File: src/rtl/usr_pkg.sv
// -----------------------------------------------------------------------------
// usr_pkg
// Shared definitions for the universal shift register command sequencer.
//
// Contents:
//   WIDTH_DEF  default register width
//   MODE_*     MODE encodings understood by the 4-bit universal shift register
//   op_e       command opcodes (same encoding as the MODE values)
//   state_e    sequencer states
// -----------------------------------------------------------------------------
package usr_pkg;

  localparam int WIDTH_DEF = 4;

  localparam logic [1:0] MODE_HOLD = 2'b00;
  localparam logic [1:0] MODE_SHR  = 2'b01;
  localparam logic [1:0] MODE_SHL  = 2'b10;
  localparam logic [1:0] MODE_LOAD = 2'b11;

  // Opcodes share the MODE encoding so a command maps directly onto a MODE.
  typedef enum logic [1:0] {
    OP_HOLD = 2'b00,
    OP_SHR  = 2'b01,
    OP_SHL  = 2'b10,
    OP_LOAD = 2'b11
  } op_e;

  typedef enum logic [1:0] {
    IDLE  = 2'b00,
    LOAD  = 2'b01,
    SHIFT = 2'b10,
    DONE  = 2'b11
  } state_e;

endpackage

File: src/rtl/usr_shift_counter.sv
// -----------------------------------------------------------------------------
// usr_shift_counter
// Loadable down-counter that tracks the remaining shift cycles of a command.
//
// Ports:
//   clock       sole clock, posedge
//   reset       synchronous, active-high; clears count to 0
//   load        load load_value (takes priority over dec)
//   load_value  number of shifts to perform
//   dec         decrement by one (saturates at 0)
//   count       current remaining count
//   last        high while count == 1, i.e. this is the final shift cycle
// -----------------------------------------------------------------------------
module usr_shift_counter #(
  parameter int CNT_W = 3
) (
  input  logic             clock,
  input  logic             reset,
  input  logic             load,
  input  logic [CNT_W-1:0] load_value,
  input  logic             dec,
  output logic [CNT_W-1:0] count,
  output logic             last
);

  // Count register. Load wins over decrement; decrement never wraps below 0
  // so a stray dec in an unexpected state cannot produce a huge count.
  always_ff @(posedge clock) begin
    if (reset) begin
      count <= '0;
    end else if (load) begin
      count <= load_value;
    end else if (dec && (count != '0)) begin
      count <= count - 1'b1;
    end
  end

  // The sequencer leaves SHIFT during the cycle in which count is 1, which
  // gives exactly load_value shift cycles.
  assign last = (count == CNT_W'(1));

endmodule

File: src/rtl/usr_seq_ctrl.sv
// -----------------------------------------------------------------------------
// usr_seq_ctrl
// Command sequencer for the 4-bit universal shift register. Accepts one command
// at a time (HOLD, SHR-N, SHL-N, LOAD), drives MODE/DATAIN cycle by cycle,
// feeds fill bits serially LSB first, and returns the register contents with
// a one-cycle done pulse.
//
// Ports:
//   clock        sole clock, posedge
//   reset        synchronous, active-high
//   cmd_valid    command present
//   cmd_ready    command can be accepted (high only in IDLE)
//   cmd_op       00 HOLD, 01 SHR, 10 SHL, 11 LOAD
//   cmd_count    shift count for SHR/SHL, saturated to WIDTH
//   cmd_data     LOAD value, or serial fill bits consumed LSB first
//   usr_mode     MODE to the shift register
//   usr_datain   DATAIN to the shift register
//   usr_dataout  DATAOUT from the shift register
//   busy         command in progress
//   done         one-cycle completion pulse
//   result       register contents captured in DONE, held until next done
// -----------------------------------------------------------------------------
module usr_seq_ctrl
  import usr_pkg::*;
#(
  parameter int WIDTH = WIDTH_DEF,
  parameter int CNT_W = 3
) (
  input  logic             clock,
  input  logic             reset,
  input  logic             cmd_valid,
  output logic             cmd_ready,
  input  logic [1:0]       cmd_op,
  input  logic [CNT_W-1:0] cmd_count,
  input  logic [WIDTH-1:0] cmd_data,
  output logic [1:0]       usr_mode,
  output logic [WIDTH-1:0] usr_datain,
  input  logic [WIDTH-1:0] usr_dataout,
  output logic             busy,
  output logic             done,
  output logic [WIDTH-1:0] result
);

  localparam logic [CNT_W-1:0] WIDTH_CNT = CNT_W'(WIDTH);

  state_e           state;
  state_e           state_next;
  op_e              op_q;
  logic [WIDTH-1:0] data_q;
  logic [CNT_W-1:0] eff_count;
  logic [CNT_W-1:0] shift_count;
  logic             shift_last;
  logic             accept;

  // A command is consumed only when the controller is idle; anything
  // presented while busy stays on the bus until IDLE comes back.
  assign accept = cmd_valid && (state == IDLE);

  // Counts above WIDTH would only push the fill bits back out, so saturate.
  assign eff_count = (cmd_count > WIDTH_CNT) ? WIDTH_CNT : cmd_count;

  usr_shift_counter #(
    .CNT_W(CNT_W)
  ) u_counter (
    .clock      (clock),
    .reset      (reset),
    .load       (accept),
    .load_value (eff_count),
    .dec        (state == SHIFT),
    .count      (shift_count),
    .last       (shift_last)
  );

  // State register.
  always_ff @(posedge clock) begin
    if (reset) begin
      state <= IDLE;
    end else begin
      state <= state_next;
    end
  end

  // Next-state logic. A zero-length shift or a HOLD skips straight to DONE
  // so the requester still gets its done pulse and the current contents.
  always_comb begin
    state_next = state;
    unique case (state)
      IDLE: begin
        if (accept) begin
          unique case (op_e'(cmd_op))
            OP_LOAD: state_next = LOAD;
            OP_SHR,
            OP_SHL:  state_next = (eff_count != '0) ? SHIFT : DONE;
            default: state_next = DONE;
          endcase
        end
      end
      LOAD:    state_next = DONE;
      SHIFT:   state_next = shift_last ? DONE : SHIFT;
      DONE:    state_next = IDLE;
      default: state_next = IDLE;
    endcase
  end

  // Output decode from the registered state (plus the latched command).
  // During SHIFT the fill bit always rides on DATAIN[0]; the register itself
  // decides whether it lands at the MSB (SHR) or LSB (SHL).
  always_comb begin
    usr_mode   = MODE_HOLD;
    usr_datain = '0;
    cmd_ready  = 1'b0;
    busy       = 1'b1;
    done       = 1'b0;
    unique case (state)
      IDLE: begin
        cmd_ready = 1'b1;
        busy      = 1'b0;
      end
      LOAD: begin
        usr_mode   = MODE_LOAD;
        usr_datain = data_q;
      end
      SHIFT: begin
        usr_mode   = (op_q == OP_SHL) ? MODE_SHL : MODE_SHR;
        usr_datain = {{(WIDTH-1){1'b0}}, data_q[0]};
      end
      DONE: begin
        done = 1'b1;
      end
      default: begin
        busy = 1'b1;
      end
    endcase
  end

  // Command datapath: latch op/data on accept, walk the fill bits down to
  // bit 0 one per shift cycle, and capture the register contents in DONE.
  always_ff @(posedge clock) begin
    if (reset) begin
      op_q   <= OP_HOLD;
      data_q <= '0;
      result <= '0;
    end else begin
      if (accept) begin
        op_q   <= op_e'(cmd_op);
        data_q <= cmd_data;
      end else if (state == SHIFT) begin
        data_q <= data_q >> 1;
      end
      if (state == DONE) begin
        result <= usr_dataout;
      end
    end
  end

endmodule

File: config.mk
export PLATFORM = sky130hd
export DESIGN_NAME = usr_seq_ctrl
export DESIGN_NICKNAME = d
export VERILOG_FILES = /design/src/rtl/usr_pkg.sv /design/src/rtl/usr_shift_counter.sv /design/src/rtl/usr_seq_ctrl.sv
export SDC_FILE = /design/constraint.sdc
export NUM_CORES = 1
export LEC_CHECK = 0
export ABC_AREA = 1
export BUFFER_PORTS_ARGS = -buffer_cell sky130_fd_sc_hd__buf_2
export CAP_MARGIN = 30
export CORE_ASPECT_RATIO = 1.1
export CORE_MARGIN = 4
export CORE_UTILIZATION = 52
export CTS_CLUSTER_DIAMETER = 60
export DETAILED_ROUTE_END_ITERATION = 12
export HOLD_SLACK_MARGIN = 0.08
export PLACE_DENSITY = 0.9
export SYNTH_ARGS = -nofsm -noshare
export SYNTH_HDL_FRONTEND = slang
export SYNTH_SLANG_ARGS = --single-unit
export TNS_END_PERCENT = 50
File: constraint.sdc
create_clock -name clock -period 2.5 [get_ports clock]
set_input_delay 0.125 -clock clock [delete_from_list [all_inputs] [get_ports clock]]
set_output_delay 0.125 -clock clock [all_outputs]
set_load 0.005 [all_outputs]
==> run metrics <==
CP arrival 1620 ps; period utilization 0.697; antenna violations before repair 0; Layout fillers about 130; part of the Yosys area used for sequential elements 0.339; worst-margin pin slew 336 ps; unrepaired setup endpoints after global routing false; crit-path max FO 7; launching element type of the critical path flip-flop; global route overflow 0; LEAKAGE ~0.57 nW; mapped cell area slightly below 900 sq um; global-route wire length before repair about 3600 um; Yosys warning total 0; fraction of layout cells with a size suffix above 1 0.236; FF-to-FF setup slack slightly above 1000 ps; TritonCTS clock tree yes; skew final roughly 2.0 ps; Hold WS 94.4 ps; Area growth syn-to-layout 24.3%; setup TNS 0 ps; antenna cells 0; Post-Syn Nets ~150; sequential standard cell area approximately 300 sq um; CP Capture Type output pin; per-cell routed wire length 11.9 um; dpl hpwl approximately 1600 um; Slew Viols, Final 0; largest net degree at the start of global routing 15; Pwr per Cell Area roughly 560 mW/mm^2; Rel. slew slack 0.774; vias per cell 5.15; Setup Crit Path Kind flip-flop to output pin; Num Clock Sinks 15; iteration-0 DRC count of the detailed router 32; total die area 0.00243 sq mm; Clock Tree Buf Depth 2; Post-route DRC 0; Reg clk slew, reported paths approximately 90 ps; Starting Density 0.555; fin crit period 1740 ps; GPL Wtd Cong 0.845; unique cell type count in the Yosys netlist 18; Total GRT Usage 0.201; post-CTS setup buffers 0; # IOs 29; Yosys reg bits 15; CORE AREA about 0.0016 sq mm; Die Width roughly 47 um; total iterations of the first detailed-routing run 4; Achievable Freq ~570 MHz; peak ir drop on the vdd network approximately 0.34 mV; root buffer cell clkbuf_4; most frequent cells in the layout 28 x nor2_1, 28 x buf_2, 17 x inv_1, 17 x nand2_1, 15 x dfxtp_1; Final setup viols 0; Max-Cap Viols 0; Clock Latency Late Sink approximately 290 ps; final hold vios 0; PostCTS Resize Cnt 0; post-route ant nets 0; htree depth 1; via count 916; status finished, final reports clean; Crit path required time 2380 ps; Avg Inst Size Synth roughly 7.0 sq um; cts bufs inserted 3; vias in the first global route just under 900; DRT Wirelength about 2100 um; die height between 50 and 60 um; input/output buffers 28; Nets around 190; Multi-input gate area just under 500 sq um; Hold Path Class input port to flip-flop; row count 15; cell count after synthesis approximately 130
[stage by stage]
stage	total power (W)	area, sq um	utilization	setup WS, ps	cells
2_1_floorplan	0.000418	886	-	1230	126
5_1_grt	0.000657	1100	0.690	639	178
3_3_place_gp	0.000456	1020	0.642	1160	169
6_report	0.000617	1100	0.690	758	178
4_1_cts	0.000616	1100	0.690	763	178
3_5_place_dp	0.000469	1020	0.642	1080	169
[logic make-up (layout without fill, tap and decap cells)]
family | count (synthesis) | count (layout) | share of synthesized area
fa+ha+maj | 10 | 10 | 0.141
flops | 15 | 15 | 0.339
simple gates | 53 | 53 | 0.251
compound gates | 27 | 27 | 0.158
buf+inv | 21 | 56 | 0.110
[area by class of cell]
type,count,area share
well taps,17,0.0193
inverters,19,0.0670
clock inverters,1,0.00455
clock buffers,3,0.0205
repair buffers,33,0.173
flip-flops and latches,15,0.273
multi-input cells,90,0.443
[registers in the layout, indices dropped and copies added (netlist names)]
register and count:
data_q 4, op_q 2, result 4, state 2
u_counter.count 3
[per-layer routing]
layer | track usage | vias to the layer above | wire [um]
met4 | 0.0691 | 0 | 46
met3 | 0.0423 | 7 | 156
met1 | 0.248 | 400 | 875
met5 | 0 | - | 0
li1 | - | 472 | -
met2 | 0.330 | 37 | 1030
[cells in the mapped netlist]
cell type / count / area, sq um
a31oi_1: 2 / 12.5
inv_4: 1 / 6.26
buf_1: 1 / 3.75
inv_1: 17 / 63.8
a21oi_1: 11 / 55.1
inv_2: 1 / 3.75
o211ai_1: 1 / 7.51
o21ai_1: 2 / 10.0
ha_1: 10 / 125
nand3_1: 4 / 20.0
buf_12: 1 / 20.0
nor2_1: 28 / 105
nand2_2: 2 / 12.5
nand2_1: 17 / 63.8
nand2_4: 1 / 11.3
o21ai_0: 11 / 55.1
dfxtp_1: 15 / 300
nand3_2: 1 / 10.0
[final timing paths]
| check | startpoint | end | cells past startpoint |
|---|---|---|---|
| setup / recovery | state[0] | usr_mode[1] | 5 |
| hold reg to reg | op_q[1] | op_q[1] | 2 |
| setup reg to reg | u_counter.count[0] | u_counter.count[0] | 6 |
| hold / removal | usr_dataout[1] | result[1] | 3 |
[what timing repair did]
item / 4_1_cts / 5_1_grt
hold buffers: 5 / 0
endpoints found under the setup margin: 0 / 0
endpoints found under the hold margin: 7 / 0
[worst max-delay path, stage by stage, from the launching register on]
cell,delay [ps]
dfxtp_1,380
inv_1,100
ha_1,300
o21ai_0,330
nor2_1,80
buf_2,130
[where the power goes]
group          switching, W  internal (W)  leakage, nW  total (W)
clock network     0.0000842     0.0000596       0.0177   0.000144
logic              0.000116     0.0000776        0.427   0.000194
registers         0.0000158      0.000264        0.123   0.000280
Power figures use the tool's default switching activity.
